$ cat config.mk
export PLATFORM = sky130hd
export DESIGN_NAME = coin_counter_flat
export DESIGN_NICKNAME = d
export VERILOG_FILES = /design/src/rtl/coin_counter_if.sv /design/src/rtl/coin_counter.sv /design/src/flat_wrapper.sv
export SDC_FILE = /design/constraint.sdc
export NUM_CORES = 1
export LEC_CHECK = 0
export BUFFER_PORTS_ARGS = -buffer_cell sky130_fd_sc_hd__buf_2
export CORE_ASPECT_RATIO = 0.7
export CORE_MARGIN = 2
export CORE_UTILIZATION = 30
export CTS_CLUSTER_DIAMETER = 50
export DETAILED_ROUTE_END_ITERATION = 10
export PLACE_DENSITY_LB_ADDON = 0.08
export SYNTH_ARGS = -nofsm -noshare
export SYNTH_HDL_FRONTEND = slang
export SYNTH_SLANG_ARGS = --single-unit
$ cat constraint.sdc
create_clock -name Clk -period 7.1 [get_ports Clk]
set_clock_uncertainty 0.1 [all_clocks]
set_input_delay 1.065 -clock Clk [delete_from_list [all_inputs] [get_ports Clk]]
set_output_delay 1.065 -clock Clk [all_outputs]
set_load 0.02 [all_outputs]
$ cat src/rtl/coin_counter_if.sv
// coin_counter_if
//   Groups the game-side inputs and the counter outputs of coin_counter.
//   master : driver of the game events (game logic / testbench)
//   slave  : the coin_counter itself
//   Signals:
//     game_clear  synchronous clear to reset values (new game)
//     coin_taken  coin collected level; counted once per rising edge
//     life_lost   one-cycle pulse, player died
//     coins_tens  BCD tens digit of coin count
//     coins_ones  BCD ones digit of coin count
//     score_bcd   six BCD digits, [23:20] most significant
//     lives       binary lives count
//     oneup       one-cycle pulse when the coin count wraps 99 -> 00
//     game_over   high while lives == 0
//     busy        high while an update is in progress
interface coin_counter_if;
  logic        game_clear;
  logic        coin_taken;
  logic        life_lost;
  logic [3:0]  coins_tens;
  logic [3:0]  coins_ones;
  logic [23:0] score_bcd;
  logic [3:0]  lives;
  logic        oneup;
  logic        game_over;
  logic        busy;

  modport master (
    output game_clear, coin_taken, life_lost,
    input  coins_tens, coins_ones, score_bcd, lives, oneup, game_over, busy
  );

  modport slave (
    input  game_clear, coin_taken, life_lost,
    output coins_tens, coins_ones, score_bcd, lives, oneup, game_over, busy
  );
endinterface

$ cat src/rtl/coin_counter.sv
// coin_counter
//   Coin / score / lives bookkeeping. Each rising edge of coin_taken is
//   queued in a small pending counter; an FSM services one coin at a time,
//   bumping the BCD coin count and then rippling the score addition one
//   BCD digit per cycle.
//   Ports:
//     Clk    sole clock, all state on its rising edge
//     Reset  asynchronous, active-low reset
//     bus    coin_counter_if.slave (game events in, counters out)
//
//   state  | meaning
//   -------+-------------------------------------------------------------
//   IDLE   | waiting for a pending coin
//   COIN   | coin count +1 (BCD), 99->00 wrap gives an extra life
//   SCORE  | add addend to score digit idx, propagate carry one digit/cycle
module coin_counter #(
  parameter logic [3:0] COIN_POINTS = 4'd2,
  parameter logic [3:0] START_LIVES = 4'd3,
  parameter logic [3:0] MAX_LIVES   = 4'd9
) (
  input logic           Clk,
  input logic           Reset,
  coin_counter_if.slave bus
);

  typedef enum logic [1:0] {
    S_IDLE  = 2'd0,
    S_COIN  = 2'd1,
    S_SCORE = 2'd2
  } state_t;

  state_t      r_state;
  state_t      w_state_nxt;

  logic        r_coin_d;
  logic [2:0]  r_pending;
  logic [3:0]  r_tens;
  logic [3:0]  r_ones;
  logic [23:0] r_score;
  logic [3:0]  r_lives;
  logic        r_oneup;
  logic [2:0]  r_idx;
  logic [3:0]  r_addend;

  logic        w_edge;
  logic        w_leave_idle;
  logic        w_wrap;
  logic [4:0]  w_base;
  logic [3:0]  w_digit;
  logic [4:0]  w_sum;
  logic        w_carry;
  logic [3:0]  w_sum_adj;
  logic        w_last_digit;

  assign w_edge       = bus.coin_taken & ~r_coin_d;
  assign w_leave_idle = (r_state == S_IDLE) && (r_pending != 3'd0);
  assign w_wrap       = (r_state == S_COIN) && (r_tens == 4'd9) && (r_ones == 4'd9);

  assign w_base       = {r_idx, 2'b00};
  assign w_digit      = r_score[w_base +: 4];
  assign w_sum        = {1'b0, w_digit} + {1'b0, r_addend};
  assign w_carry      = (w_sum > 5'd9);
  // sum - 10 modulo 16 is the same as adding 6 in four bits
  assign w_sum_adj    = w_sum[3:0] + 4'd6;
  assign w_last_digit = (r_idx == 3'd5);

  always_comb begin
    w_state_nxt = r_state;
    case (r_state)
      S_IDLE:  if (r_pending != 3'd0) w_state_nxt = S_COIN;
      S_COIN:  w_state_nxt = S_SCORE;
      S_SCORE: if (!w_carry || w_last_digit) w_state_nxt = S_IDLE;
      default: w_state_nxt = S_IDLE;
    endcase
  end

  always_ff @(posedge Clk or negedge Reset) begin
    if (!Reset) begin
      r_state <= S_IDLE;
    end else if (bus.game_clear) begin
      r_state <= S_IDLE;
    end else begin
      r_state <= w_state_nxt;
    end
  end

  always_ff @(posedge Clk or negedge Reset) begin
    if (!Reset) begin
      r_coin_d  <= 1'b0;
      r_pending <= 3'd0;
      r_tens    <= 4'd0;
      r_ones    <= 4'd0;
      r_score   <= 24'h000000;
      r_lives   <= START_LIVES;
      r_oneup   <= 1'b0;
      r_idx     <= 3'd0;
      r_addend  <= 4'd0;
    end else if (bus.game_clear) begin
      // coin_d follows the input so a level held through the clear is not counted
      r_coin_d  <= bus.coin_taken;
      r_pending <= 3'd0;
      r_tens    <= 4'd0;
      r_ones    <= 4'd0;
      r_score   <= 24'h000000;
      r_lives   <= START_LIVES;
      r_oneup   <= 1'b0;
      r_idx     <= 3'd0;
      r_addend  <= 4'd0;
    end else begin
      r_coin_d <= bus.coin_taken;

      // simultaneous edge and dequeue cancel; edges beyond 7 are dropped
      if (w_edge && !w_leave_idle && (r_pending != 3'd7)) begin
        r_pending <= r_pending + 3'd1;
      end else if (!w_edge && w_leave_idle) begin
        r_pending <= r_pending - 3'd1;
      end

      if (r_state == S_COIN) begin
        if (r_ones == 4'd9) begin
          r_ones <= 4'd0;
          r_tens <= (r_tens == 4'd9) ? 4'd0 : r_tens + 4'd1;
        end else begin
          r_ones <= r_ones + 4'd1;
        end
        r_idx    <= 3'd2;
        r_addend <= COIN_POINTS;
      end

      if (r_state == S_SCORE) begin
        if (w_carry) begin
          if (w_last_digit) begin
            r_score <= 24'h999999;
          end else begin
            r_score[w_base +: 4] <= w_sum_adj;
            r_addend             <= 4'd1;
            r_idx                <= r_idx + 3'd1;
          end
        end else begin
          r_score[w_base +: 4] <= w_sum[3:0];
          r_addend             <= 4'd0;
        end
      end

      r_oneup <= w_wrap;

      // extra life and lost life in the same cycle cancel
      if (w_wrap && !bus.life_lost) begin
        if (r_lives < MAX_LIVES) r_lives <= r_lives + 4'd1;
      end else if (!w_wrap && bus.life_lost) begin
        if (r_lives != 4'd0) r_lives <= r_lives - 4'd1;
      end
    end
  end

  assign bus.coins_tens = r_tens;
  assign bus.coins_ones = r_ones;
  assign bus.score_bcd  = r_score;
  assign bus.lives      = r_lives;
  assign bus.oneup      = r_oneup;
  assign bus.game_over  = (r_lives == 4'd0);
  assign bus.busy       = (r_state != S_IDLE);

endmodule

$ cat src/flat_wrapper.sv
// flat-port wrapper written by rule: the top's interface ports become plain ports
module coin_counter_flat 
#(
  parameter logic [3:0] COIN_POINTS = 4'd2,
  parameter logic [3:0] START_LIVES = 4'd3,
  parameter logic [3:0] MAX_LIVES   = 4'd9
)
  (Clk, Reset, bus_game_clear, bus_coin_taken, bus_life_lost, bus_coins_tens, bus_coins_ones, bus_score_bcd, bus_lives, bus_oneup, bus_game_over, bus_busy);
  coin_counter_if bus_i ();
  input logic Clk;
  input logic Reset;
  input wire logic [$bits(bus_i.game_clear)-1:0] bus_game_clear;
  input wire logic [$bits(bus_i.coin_taken)-1:0] bus_coin_taken;
  input wire logic [$bits(bus_i.life_lost)-1:0] bus_life_lost;
  output wire logic [$bits(bus_i.coins_tens)-1:0] bus_coins_tens;
  output wire logic [$bits(bus_i.coins_ones)-1:0] bus_coins_ones;
  output wire logic [$bits(bus_i.score_bcd)-1:0] bus_score_bcd;
  output wire logic [$bits(bus_i.lives)-1:0] bus_lives;
  output wire logic [$bits(bus_i.oneup)-1:0] bus_oneup;
  output wire logic [$bits(bus_i.game_over)-1:0] bus_game_over;
  output wire logic [$bits(bus_i.busy)-1:0] bus_busy;
  assign bus_i.game_clear = bus_game_clear;
  assign bus_i.coin_taken = bus_coin_taken;
  assign bus_i.life_lost = bus_life_lost;
  assign bus_coins_tens = bus_i.coins_tens;
  assign bus_coins_ones = bus_i.coins_ones;
  assign bus_score_bcd = bus_i.score_bcd;
  assign bus_lives = bus_i.lives;
  assign bus_oneup = bus_i.oneup;
  assign bus_game_over = bus_i.game_over;
  assign bus_busy = bus_i.busy;
  coin_counter #(.COIN_POINTS(COIN_POINTS), .START_LIVES(START_LIVES), .MAX_LIVES(MAX_LIVES)) u_core (.Clk(Clk), .Reset(Reset), .bus(bus_i));
endmodule
==> reports/qor.csv, run 1 <==
stage,metric,value,unit
min_path,Worst Hold Class,reg2reg,
worst_setup_path,reg2reg start,u_core.r_idx[0]$_DFF_PN0_,
global_route,GRT Total Usage,16.0,%
power_and_ir_drop,LEAKAGE,1.81,nW
drt,vias post-DR,2848,
final_layout,non-filler cells in the finished layout,541,
drt,DRT Pass-1 Iters,4,
yosys,sequential area share after synthesis,36.9,%
timing,endpoints failing setup,0,
yosys,count of cell types in the netlist,61,
power_and_ir_drop,VDD IR-drop max,0.175,mV
clocking,hold buffers post-CTS,0,
timing,Final Cycle Share,72.3,%
yosys,Yosys top cell area share,35.4,%
timing,Slew @ Worst Pin,0.997,ns
power_and_ir_drop,PD cells,257,nW/um^2
final_layout,share of cells above drive strength 1,21.1,%
final_layout,FF/Latch Area,1250,sq um
drt,Via density,5.26,
placement,DP Area,3720,sq um
floorplan,Initial Utilization,30.9,%
flow_run,total of max-cap violations,0,
clocking,clock-pin slew on the worst setup and hold paths,0.07,ns
drt,drt total wl,9.38,mm
placement,DP HPWL,6.69,mm
clocking,buffer count from post-CTS setup fixing,0,
final_layout,"Design Area, Final",3880,sq um
placement,Final GP Congestion,0.807,
global_route,vias in the first global route,2715,
yosys,yosys warns,0,
final_layout,area delta synth->final,14.3,%
worst_setup_path,Setup CP Type,reg2reg,
timing,Final Hold Viols,0,
clocking,H-tree depth,2,
yosys,Post-Synthesis Cells,355,
worst_setup_path,Worst R2R Path Depth,13,
drt,drt wl/cell,17.3,microns
final_layout,ANT cells,0,
clocking,Longest Clk Path Bufs,2,
clocking,CTS Buf Count,5,
worst_setup_path,FF-to-FF End,u_core.bus.score_bcd[17]$_DFFE_PN0P_,
drt,# DRC,0,
yosys,Syn Std Cell Area,3400,sq um
placement,dpl ws,2.00,ns
worst_setup_path,critical-path maximum fanout,20,
global_route,first-pass GRT wire length,15.2,mm
clocking,TritonCTS clock tree,done,
global_route,"Remaining Overflow, GRT",0,
timing,final slew viol count,0,
yosys,syn nets,381,
timing,RSZ-0062 raised after global routing,false,
worst_setup_path,crit path capture type,flop,
floorplan,Core Area,11000,sq um
yosys,top_reg_cell synth,dfrtp_1,
yosys,average cell area after synthesis,9.57,sq um
timing,final setup TNS,0,ns
worst_setup_path,Critical Path Source Type,flop,
clocking,clk_lat worst skew,0.30,ns
final_layout,# fillers,1146,
floorplan,die width,131,microns
status,run status,"complete, no violations",
worst_setup_path,critical path required time,7.23,ns
min_path,hold depth,1,
clocking,Sink Count,50,
timing,Slew headroom,33.6,%
drt,initial drt markers,150,
floorplan,I/O pin total,44,
min_path,Hold Path Origin,u_core.bus.score_bcd[9]$_DFFE_PN0P_,
floorplan,DIE HEIGHT,93.0,microns
timing,Tmin final,5.13,ns
global_route,initial antenna violation count,0,
min_path,worst hold endpoint,u_core.bus.score_bcd[9]$_DFFE_PN0P_,
placement,placed insts,533,
timing,Hold Worst Slack,0.427,ns
yosys,"EDFF count, synth",0,
worst_setup_path,CP Data Arrival Time,5.26,ns
final_layout,multi-input logic area,1990,sq um
worst_setup_path,reg-to-reg setup timing slack,1.97,ns
final_layout,nets@finish,413,
global_route,pin count of the biggest net entering global routing,51,
clocking,clk root buf,clkbuf_16,
yosys,asr flop ratio synth,100,%
floorplan,# rows,32,
clocking,post-cts sizing count,0,
yosys,"FF+latch count, synth",50,
drt,antenna violation net count after detailed routing,0,
timing,FMAX,0.195,GHz
timing,"Worst Setup Slack, final",1.97,ns
placement,Buffers on Ports,43,
yosys,largest cells by area after synthesis,"dfrtp_1 35%, ha_1 6.6%, o21ai_0 4.1%",
floorplan,Die ar.,12200,sq um
yosys,cell taking the most area after synthesis,dfrtp_1,
sequential cells by signal, summed over array words and instances, names as in the netlist:
signal	count
u_core.bus.coins_ones	4
u_core.bus.coins_tens	4
u_core.bus.lives	4
u_core.bus.oneup	1
u_core.bus.score_bcd	24
u_core.r_addend	4
u_core.r_coin_d	1
u_core.r_idx	3
u_core.r_pending	3
u_core.r_state	2
routing by layer:
layer | vias to the layer above | share of wire (%) | track usage, %
met2 | 60 | 41 | 22.0
met3 | 7 | 4.1 | 3.09
li1 | 1370 | - | -
met5 | - | 0 | 0
met1 | 1411 | 54 | 25.2
met4 | 0 | 0.97 | 4.08
through the flow:
step,util (%),total power [mW]
floorplan,-,0.637
global placement,33.8,0.733
detailed placement,33.8,0.731
CTS,35.3,1.01
global route,35.3,1.07
finish,35.3,0.999
layout by cell type (no fill, tap or decap), types with 4 or more instances in the layout:
cell type / Yosys / final
inv_1: 15 / 15
a22o_1: 6 / 6
mux2i_1: 12 / 12
o21ai_2: 6 / 6
buf_2: 6 / 43
nor3_1: 13 / 13
mux4_2: 4 / 4
a21oi_1: 22 / 22
o21ai_0: 28 / 28
a32o_1: 6 / 6
mux2_4: 6 / 6
nand2_1: 34 / 34
a221oi_1: 8 / 8
clkbuf_16: 0 / 5
and3_1: 7 / 7
dfrtp_1: 48 / 48
ha_1: 18 / 18
nor2_1: 29 / 29
nand3_1: 8 / 8
and2_1: 4 / 4
nand2b_1: 4 / 4
critical path, stage by stage (launching register included):
cell and delay, ns:
dfrtp_1 0.92, mux4_2 0.60, nand2_1 0.09, o21ai_0 0.08, ha_1 0.21, fa_1 0.41, xnor2_1 0.48, ha_1 0.23
nand2_1 0.08, a221o_2 0.36, o32ai_2 0.81, nand2_1 0.10, o21ai_0 0.33, a32o_1 0.28
worst max-delay path by stage:
stage	to	slack, ns	from
global placement	u_core.bus.score_bcd[13]$_DFFE_PN0P_	2.13	u_core.r_idx[0]$_DFF_PN0_
floorplan	u_core.bus.score_bcd[3]$_DFFE_PN0P_	3.12	u_core.r_idx[0]$_DFF_PN0_
CTS	u_core.bus.score_bcd[21]$_DFFE_PN0P_	2.01	u_core.r_idx[0]$_DFF_PN0_
detailed placement	u_core.bus.score_bcd[21]$_DFFE_PN0P_	2.00	u_core.r_idx[0]$_DFF_PN0_
global route	u_core.bus.score_bcd[1]$_DFFE_PN0P_	1.67	u_core.r_idx[0]$_DFF_PN0_
finish	u_core.bus.score_bcd[17]$_DFFE_PN0P_	1.97	u_core.r_idx[0]$_DFF_PN0_
cell families (layout without fill, tap and decap cells):
| kind of cell | after synthesis | count (layout) | synth area share, % |
|---|---|---|---|
| simple gates | 120 | 120 | 18.0 |
| xor+xnor | 5 | 5 | 1.69 |
| buf+inv | 34 | 67 | 4.42 |
| compound gates | 103 | 103 | 21.7 |
| flops | 50 | 50 | 36.9 |
| mux | 22 | 22 | 8.84 |
| fa+ha+maj | 21 | 21 | 8.40 |
where the power goes:
| part | internal [mW] | leakage (nW) | switching [mW] | total (mW) |
|---|---|---|---|---|
| Sequential | 0.310 | 0.684 | 0.0570 | 0.367 |
| Clock | 0.160 | 0.0832 | 0.109 | 0.268 |
| Combinational | 0.133 | 1.04 | 0.230 | 0.363 |
| Total | 0.603 | 1.81 | 0.396 | 0.999 |
synth_stat cells (7+ instances only):
cell	n
inv_1	15
dfrtp_1	48
a221oi_1	8
a21oi_1	22
nand2_1	34
clkbuf_1	9
and3_1	7
o21ai_0	28
mux2i_1	12
nand3_1	8
nor3_1	13
nor2_1	29
ha_1	18
final cells by class:
type	count	area share, %
clock buffers	8	4.28
inverters	15	1.45
multi-input cells	271	51.3
flip-flops and latches	50	32.3
well taps	153	4.93
repair buffers	44	5.73
No activity file was read; power rests on OpenSTA's default activity.
==> inputs of run 2 (changes only) <==
--- a/config.mk
+++ b/config.mk
@@ -5,6 +5,7 @@
 export SDC_FILE = /design/constraint.sdc
 export NUM_CORES = 1
 export LEC_CHECK = 0
+export ABC_AREA = 1
 export BUFFER_PORTS_ARGS = -buffer_cell sky130_fd_sc_hd__buf_2
 export CORE_ASPECT_RATIO = 0.7
 export CORE_MARGIN = 2
==> constraint.sdc (replaced) <==
create_clock -name Clk -period 5.3 [get_ports Clk]
set_clock_uncertainty 0.1 [all_clocks]
set_input_delay 0.795 -clock Clk [delete_from_list [all_inputs] [get_ports Clk]]
set_output_delay 0.795 -clock Clk [all_outputs]
set_load 0.02 [all_outputs]
==> run 2 against run 1 <==
  * First-iteration DRC count increased by 73%
  * Power increased by 28%
  * Die area increased by 2.3%
  * Critical path depth increased by 4
  * Global-route usage increased by 2.5 points
  * Worst hold slack got worse by 0.013 ns
  * Setup slack got worse by 0.84 ns
  * Sequential share of layout area decreased by 0.70 points
  * Flip-flop and latch count unchanged
  * Register-to-register slack got worse by 0.84 ns
  * Clock power increased by 26%
  * Critical path type unchanged
==> reports/qor.csv, run 2 <==
stage,metric,value,unit,change
status,run status,"complete, no violations",,unchanged
worst_setup_path,CP Data Arrival Time,4.25,ns,was 5.26 ns
global_route,GRT Total Usage,18.5,%,was 16.0%
final_layout,nets@finish,540,,was 413
clocking,TritonCTS clock tree,done,,unchanged
timing,Tmin final,4.18,ns,was 5.13 ns
final_layout,multi-input logic area,1940,sq um,was 1990 sq um
timing,Slew headroom,35.5,%,was 33.6%
floorplan,die width,133,microns,was 131 microns
global_route,vias in the first global route,3142,,was 2715
final_layout,most frequent cells in the layout,"102 x nand2_1, 63 x nor2_1, 50 x inv_1",,"was 48 x dfrtp_1, 43 x buf_2, 34 x nand2_1"
worst_setup_path,"Largest stage delay, worst path",0.71,ns,was 0.92 ns
global_route,"Remaining Overflow, GRT",0,,unchanged
yosys,cell taking the most area after synthesis,dfrtp_1,,unchanged
timing,final setup TNS,0,ns,unchanged
floorplan,DIE HEIGHT,94.1,microns,was 93.0 microns
floorplan,Core Area,11200,sq um,was 11000 sq um
drt,drt total wl,11.0,mm,was 9.38 mm
timing,endpoints failing setup,0,,unchanged
yosys,top_reg_cell synth,dfrtp_1,,unchanged
timing,Slew @ Worst Pin,0.964,ns,was 0.997 ns
flow_run,total of max-cap violations,0,,unchanged
timing,Final Cycle Share,78.8,%,was 72.3%
worst_setup_path,critical-path maximum fanout,20,,unchanged
power_and_ir_drop,LEAKAGE,2.02,nW,was 1.81 nW
power_and_ir_drop,VDD IR-drop max,0.133,mV,was 0.175 mV
drt,initial drt markers,260,,was 150
floorplan,Die ar.,12500,sq um,was 12200 sq um
drt,WL met3,1.10,mm,was 382 microns
yosys,asr flop ratio synth,100,%,unchanged
yosys,Syn Std Cell Area,3480,sq um,was 3400 sq um
clocking,clock-pin slew on the worst setup and hold paths,0.07,ns,about the same
placement,Buffers on Ports,43,,unchanged
floorplan,# rows,32,,unchanged
worst_setup_path,Critical Path Source Type,flop,,unchanged
timing,final slew viol count,0,,unchanged
final_layout,share of cells above drive strength 1,16.9,%,was 21.1%
yosys,yosys warns,0,,unchanged
final_layout,# fillers,1225,,was 1146
yosys,most numerous cell in the Yosys netlist,nand2_1,,was dfrtp_1
power_and_ir_drop,PD cells,321,nW/um^2,was 257 nW/um^2
clocking,clk_lat worst skew,0.29,ns,was 0.30 ns
worst_setup_path,Setup CP Type,reg2reg,,unchanged
timing,RSZ-0062 raised after global routing,false,,unchanged
worst_setup_path,crit path capture type,flop,,unchanged
yosys,Post-synth top cells,"102 x nand2_1, 63 x nor2_1, 50 x inv_1",,"was 48 x dfrtp_1, 34 x nand2_1, 29 x nor2_1"
clocking,Longest Clk Path Bufs,2,,unchanged
drt,antenna violation net count after detailed routing,0,,unchanged
timing,Final Hold Viols,0,,unchanged
yosys,Yosys top cell area share,34.5,%,was 35.4%
final_layout,area delta synth->final,14.1,%,was 14.3%
yosys,largest cells by area after synthesis,"dfrtp_1 35%, nand2_1 11%, nor2_1 6.8%",,"was dfrtp_1 35%, ha_1 6.6%, o21ai_0 4.1%"
drt,wl on met1,5.65,mm,was 5.03 mm
global_route,pin count of the biggest net entering global routing,51,,unchanged
yosys,count of cell types in the netlist,42,,was 61
placement,dpl ws,1.19,ns,was 2.00 ns
min_path,Worst Hold Class,reg2reg,,unchanged
drt,vias post-DR,3394,,was 2848
drt,Max Used Layer,met4,,unchanged
placement,DP Area,3820,sq um,was 3720 sq um
drt,met2 routed WL,4.12,mm,was 3.88 mm
placement,DP HPWL,8.44,mm,was 6.69 mm
floorplan,Initial Utilization,31.1,%,was 30.9%
worst_setup_path,Worst R2R Path Depth,17,,was 13
yosys,sequential area share after synthesis,36.0,%,was 36.9%
drt,drt wl/cell,16.4,microns,was 17.3 microns
yosys,average cell area after synthesis,7.31,sq um,was 9.57 sq um
clocking,clk root buf,clkbuf_16,,unchanged
timing,FMAX,0.239,GHz,was 0.195 GHz
final_layout,"most common cell after layout, fill and taps aside",nand2_1,,was dfrtp_1
drt,# DRC,0,,unchanged
global_route,initial antenna violation count,0,,unchanged
yosys,"FF+latch count, synth",50,,unchanged
worst_setup_path,critical path's top delay family,adder cells,,was compound AO/OA/AOI/OAI gates
placement,Final GP Congestion,0.944,,was 0.807
final_layout,Largest register FFs,24,,unchanged
clocking,hold buffers post-CTS,0,,unchanged
worst_setup_path,crit path buf inv count,3,,was 0
final_layout,"Design Area, Final",3970,sq um,was 3880 sq um
drt,DRT Pass-1 Iters,5,,was 4
final_layout,ANT cells,0,,unchanged
yosys,syn nets,502,,was 381
yosys,"EDFF count, synth",0,,unchanged
worst_setup_path,CP Cell Sequence,inv_2 > o21ai_0 > o22ai_1 > nand2_1 > o21ai_0 > ha_1 > fa_1 > inv_1 > ha_1 > inv_1 > a21oi_1 > a21oi_2 > nand2_2 > nand2_4 > nand2_2 > o21ai_0 > o21ai_1,,was mux4_2 > nand2_1 > o21ai_0 > ha_1 > fa_1 > xnor2_1 > ha_1 > nand2_1 > a221o_2 > o32ai_2 > nand2_1 > o21ai_0 > a32o_1
clocking,buffer count from post-CTS setup fixing,0,,unchanged
final_layout,FF/Latch Area,1250,sq um,unchanged
clocking,CTS Buf Count,5,,unchanged
min_path,hold depth,2,,was 1
worst_setup_path,CP max stage cell,dfrtp_1,,unchanged
worst_setup_path,Crit path depth,17,,was 13
clocking,post-cts sizing count,0,,unchanged
clocking,Sink Count,50,,unchanged
clocking,H-tree depth,2,,unchanged
drt,Via density,5.08,,was 5.26
yosys,Post-Synthesis Cells,476,,was 355
timing,"Worst Setup Slack, final",1.12,ns,was 1.97 ns
floorplan,I/O pin total,44,,unchanged
worst_setup_path,Crit path top cell by count,o21ai_0,,was nand2_1
worst_setup_path,critical path required time,5.37,ns,was 7.23 ns
global_route,first-pass GRT wire length,17.9,mm,was 15.2 mm
-- run 2: cell types whose count changed in the layout (fill, tap and decap cells not counted), moves of 10 or more --
| cell | previous run | this run |
|---|---|---|
| nor2_1 | 29 | 63 |
| o21ai_0 | 28 | 41 |
| inv_1 | 15 | 50 |
| nand2_2 | 0 | 10 |
| nand2_1 | 34 | 102 |
| mux2i_1 | 12 | 0 |
| o22ai_1 | 1 | 11 |
| nand3_1 | 8 | 35 |
-- run 2: kinds of logic after synthesis --
kind of cell	after synthesis	synth area share (%)
xor+xnor	4	1.01
fa+ha+maj	21	8.20
flops	50	36.0
buf+inv	70	8.27
simple gates	245	32.1
compound gates	86	14.4
-- run 2: metrics by stage --
step / total power [mW] / hold WS [ns] / utilization (%) / std cells
floorplan: 0.805 / 0.392 / - / 476
global placement: 0.939 / 0.397 / 34.2 / 660
detailed placement: 0.936 / 0.403 / 34.2 / 660
CTS: 1.28 / 0.422 / 35.5 / 668
global route: 1.37 / 0.450 / 35.5 / 668
finish: 1.28 / 0.414 / 35.5 / 668
-- run 2: final timing paths --
kind                                                      startpoint                                   end  slack, ns
worst max register to register             u_core.r_idx[0]$_DFF_PN0_  u_core.bus.score_bcd[19]$_DFFE_PN0P_       1.12
max in group asynchronous                                      Reset          u_core.r_addend[2]$_DFF_PN0_       4.15
worst min-delay path            u_core.bus.score_bcd[18]$_DFFE_PN0P_  u_core.bus.score_bcd[18]$_DFFE_PN0P_       0.41
worst min register to register  u_core.bus.score_bcd[18]$_DFFE_PN0P_  u_core.bus.score_bcd[18]$_DFFE_PN0P_       0.41
worst max-delay path                       u_core.r_idx[0]$_DFF_PN0_  u_core.bus.score_bcd[19]$_DFFE_PN0P_       1.12
min in group asynchronous                                      Reset       u_core.bus.lives[3]$_DFFE_PN0P_       0.52
-- run 2: worst register-to-register path, stage by stage (launching register included) --
cell and delay, ns:
dfrtp_1 0.71, inv_2 0.26, o21ai_0 0.23, o22ai_1 0.09, nand2_1 0.05, o21ai_0 0.09, ha_1 0.24, fa_1 0.64
inv_1 0.17, ha_1 0.25, inv_1 0.10, a21oi_1 0.06, a21oi_2 0.12, nand2_2 0.08, nand2_4 0.17, nand2_2 0.19
o21ai_0 0.41, o21ai_1 0.09
-- run 2: power breakdown --
| part | internal (mW) | switching [mW] | total, mW |
|---|---|---|---|
| Clock | 0.187 | 0.150 | 0.338 |
| Sequential | 0.422 | 0.0377 | 0.459 |
| Combinational | 0.145 | 0.334 | 0.479 |
-- run 2: layer usage --
layer | vias to the layer above | track usage (%)
li1 | 1640 | -
met3 | 10 | 6.90
met5 | - | 0
met1 | 1613 | 27.8
met4 | 0 | 3.94
met2 | 131 | 24.7
-- run 2: layout make-up --
class | instances | area share, %
clock buffers | 6 | 3.50
clock inverters | 2 | 0.315
inverters | 57 | 5.39
multi-input cells | 356 | 48.8
flip-flops and latches | 50 | 31.6
well taps | 153 | 4.82
repair buffers | 44 | 5.61
==> inputs of run 3 (changes only) <==
--- a/config.mk
+++ b/config.mk
@@ -5,7 +5,7 @@
 export SDC_FILE = /design/constraint.sdc
 export NUM_CORES = 1
 export LEC_CHECK = 0
-export ABC_AREA = 1
+export ABC_AREA = 0
 export BUFFER_PORTS_ARGS = -buffer_cell sky130_fd_sc_hd__buf_2
 export CORE_ASPECT_RATIO = 0.7
 export CORE_MARGIN = 2
==> constraint.sdc (replaced) <==
create_clock -name Clk -period 3.91 [get_ports Clk]
set_clock_uncertainty 0.1 [all_clocks]
set_input_delay 0.5865 -clock Clk [delete_from_list [all_inputs] [get_ports Clk]]
set_output_delay 0.5865 -clock Clk [all_outputs]
set_load 0.02 [all_outputs]
==> run 3 against run 2 <==
  * Flip-flop and latch count unchanged
  * Sequential share of layout area fell by 0.38 points
  * Critical path depth shrank 5
  * Worst hold slack lost 0.13 ns
  * Power rose by 44%
  * Register-to-register slack worse by 0.93 ns
==> reports/qor.csv, run 3 (same netlist as run 1, synthesis figures left out) <==
stage,metric,value,unit,change
status,run status,"complete, no violations",,unchanged
floorplan,I/O pin total,44,,unchanged
clocking,CTS Buf Count,5,,unchanged
placement,placed insts,547,,was 660
final_layout,# fillers,1145,,was 1225
floorplan,DIE HEIGHT,93.0,microns,was 94.1 microns
global_route,GR peak layer,met1,,unchanged
drt,Via density,5.19,,was 5.08
drt,vias post-DR,2891,,was 3394
global_route,Global Route met3 Usage,3.41,%,was 6.90%
worst_setup_path,Setup CP Type,reg2reg,,unchanged
worst_setup_path,critical-path maximum fanout,6,,was 20
timing,Slew headroom,44.4,%,was 35.5%
floorplan,Initial Utilization,30.9,%,was 31.1%
floorplan,die width,131,microns,was 133 microns
drt,drt wl/cell,17.2,microns,was 16.4 microns
floorplan,# rows,32,,unchanged
timing,Tmin final,3.72,ns,was 4.18 ns
timing,RSZ-0062 raised after global routing,false,,unchanged
timing,final slew viol count,0,,unchanged
drt,drt total wl,9.56,mm,was 11.0 mm
final_layout,final core occ,36.5,%,was 35.5%
placement,Final GP Congestion,0.839,,was 0.944
min_path,Worst Hold Class,in2async,,was reg2reg
floorplan,Core Area,11000,sq um,was 11200 sq um
worst_setup_path,"Largest stage delay, worst path",0.55,ns,was 0.71 ns
global_route,GRT Total Usage,16.3,%,was 18.5%
worst_setup_path,critical path required time,3.99,ns,was 5.37 ns
clocking,TritonCTS clock tree,done,,unchanged
global_route,"Remaining Overflow, GRT",0,,unchanged
clocking,H-tree depth,2,,unchanged
drt,initial drt markers,170,,was 260
worst_setup_path,CP Cell Sequence,mux4_2 > nand2_1 > o21ai_0 > ha_1 > fa_2 > inv_1 > ha_1 > a22o_1 > o31ai_4 > a21o_4 > o21ai_2 > mux2_4,,was inv_2 > o21ai_0 > o22ai_1 > nand2_1 > o21ai_0 > ha_1 > fa_1 > inv_1 > ha_1 > inv_1 > a21oi_1 > a21oi_2 > nand2_2 > nand2_4 > nand2_2 > o21ai_0 > o21ai_1
timing,Hold Worst Slack,0.288,ns,was 0.414 ns
clocking,Sink Count,50,,unchanged
worst_setup_path,Critical Path Source Type,flop,,unchanged
final_layout,"Design Area, Final",4020,sq um,was 3970 sq um
clocking,clock-pin slew on the worst setup and hold paths,0.07,ns,about the same
power_and_ir_drop,Comb pwr share,36.4,%,was 37.5%
timing,FMAX,0.269,GHz,was 0.239 GHz
clocking,clk root buf,clkbuf_16,,unchanged
global_route,met1 usage,25.0,%,was 27.8%
timing,endpoints failing setup,0,,unchanged
flow_run,total of max-cap violations,0,,unchanged
timing,final setup TNS,0,ns,unchanged
power_and_ir_drop,Flop pwr share,36.2,%,was 36.0%
clocking,Longest Clk Path Bufs,2,,unchanged
worst_setup_path,Crit path top cell by count,ha_1,,was o21ai_0
power_and_ir_drop,Int Power,1.12,mW,was 754 uW
global_route,first-pass GRT wire length,15.7,mm,was 17.9 mm
worst_setup_path,CP max stage cell,fa_2,,was dfrtp_1
final_layout,"most common cell after layout, fill and taps aside",dfrtp_1,,was nand2_1
final_layout,area delta synth->final,18.4,%,was 14.1%
drt,antenna violation net count after detailed routing,0,,unchanged
final_layout,non-filler cells in the finished layout,557,,was 668
drt,DRT Pass-1 Iters,4,,was 5
drt,# DRC,0,,unchanged
final_layout,ANT cells,0,,unchanged
worst_setup_path,CP Data Arrival Time,3.80,ns,was 4.25 ns
power_and_ir_drop,NetSw,711,uW,was 522 uW
floorplan,Die ar.,12200,sq um,was 12500 sq um
power_and_ir_drop,LEAKAGE,1.88,nW,was 2.02 nW
timing,Final Hold Viols,0,,unchanged
timing,Slew @ Worst Pin,0.834,ns,was 0.964 ns
power_and_ir_drop,PD cells,456,nW/um^2,was 321 nW/um^2
global_route,vias in the first global route,2807,,was 3142
clocking,clk_lat worst skew,0.30,ns,was 0.29 ns
placement,DP Area,3820,sq um,about the same
final_layout,share of cells above drive strength 1,24.5,%,was 16.9%
power_and_ir_drop,VDD IR-drop max,0.273,mV,was 0.133 mV
worst_setup_path,crit path capture type,flop,,unchanged
power_and_ir_drop,switching share of power,38.8,%,was 40.9%
power_and_ir_drop,Clk pwr share,27.4,%,was 26.5%
global_route,M2 GR Usage,23.6,%,was 24.7%
final_layout,nets@finish,429,,was 540
timing,Final Cycle Share,95.0,%,was 78.8%
global_route,pin count of the biggest net entering global routing,36,,was 51
placement,Buffers on Ports,43,,unchanged
final_layout,most frequent cells in the layout,"47 x dfrtp_1, 43 x buf_2, 34 x nand2_1",,"was 102 x nand2_1, 63 x nor2_1, 50 x inv_1"
global_route,initial antenna violation count,0,,unchanged
final_layout,Largest register FFs,24,,unchanged
placement,DP HPWL,7.12,mm,was 8.44 mm
-- run 3: changes by cell type in the layout (fill, tap and decap cells not counted), moves of 7 or more --
| cell | before | now |
|---|---|---|
| nand2_1 | 102 | 34 |
| inv_1 | 50 | 15 |
| nor2_1 | 63 | 29 |
| nand3_1 | 35 | 8 |
| buf_4 | 1 | 17 |
| o21ai_0 | 41 | 28 |
| mux2i_1 | 0 | 12 |
| nand2_2 | 10 | 0 |
| o22ai_1 | 11 | 1 |
| nand4_1 | 10 | 1 |
| a221oi_1 | 0 | 8 |
| a21oi_1 | 15 | 22 |
-- run 3: final timing paths --
check                                                             to                                 start  slack, ns  depth (start not counted)
worst max-delay path             u_core.bus.score_bcd[7]$_DFFE_PN0P_             u_core.r_idx[0]$_DFF_PN0_       0.19                         12
worst max register to register   u_core.bus.score_bcd[7]$_DFFE_PN0P_             u_core.r_idx[0]$_DFF_PN0_       0.19                         12
min in group Clk                           u_core.r_coin_d$_DFF_PN0_                        bus_coin_taken       0.32                          1
max in group asynchronous            u_core.bus.lives[1]$_DFFE_PN1P_                                 Reset       2.60                          2
worst min register to register  u_core.bus.score_bcd[21]$_DFFE_PN0P_  u_core.bus.score_bcd[21]$_DFFE_PN0P_       0.42                          1
worst min-delay path             u_core.bus.score_bcd[2]$_DFFE_PN0P_                                 Reset       0.29                          1
-- run 3: power groups by stage --
stage | sequential [mW] | clock [mW] | combinational [mW]
global placement | 0.671 | 0 | 0.661
detailed placement | 0.672 | 0 | 0.662
CTS | 0.662 | 0.523 | 0.665
floorplan | 0.628 | 0 | 0.529
finish | 0.663 | 0.502 | 0.668
global route | 0.675 | 0.545 | 0.758
-- run 3: final cells by class --
class	instances	area, sq um	area share, %
sequential	50	1250	31.2
tap	153	191	4.76
multi-input combinational	271	2010	50.1
timing repair buffer	60	343	8.52
clock inverter	1	30.0	0.747
inverter	15	56.3	1.40
clock buffer	7	133	3.30
-- run 3: critical path: cells and delay by family, from the launching register on --
| family | cells | cell delay (ns) |
|---|---|---|
| and+or+nand+nor | 1 | 0.12 |
| muxes | 2 | 0.82 |
| AOI/OAI and AO/OA | 5 | 1.04 |
| adders and majority gates | 3 | 1.01 |
| DFF | 1 | 0.43 |
| buffers and inverters | 1 | 0.08 |
-- run 3: timing repair --
| action | in CTS | in global routing |
|---|---|---|
| endpoints found under the setup margin | 4 | 32 |
| pin swaps | 0 | 2 |
| setup buffers | 0 | 2 |
| hold buffers | 0 | 0 |
| resized for setup | 1 | 3 |
-- run 3: metal layers --
| metal | part of all wire (%) | wire (microns) |
|---|---|---|
| met5 | 0 | 0 |
| met1 | 52 | 4980 |
| met2 | 43 | 4130 |
| met3 | 4.4 | 421 |
| met4 | 0.35 | 33 |
-- run 3: through the flow --
step	worst slack [ns]	total power, mW
after global placement	0.0897	1.33
final	0.194	1.83
after global routing	0.00373	1.98
after CTS	0.0389	1.85
after floorplan	0.0976	1.16
after detailed placement	0.0174	1.33
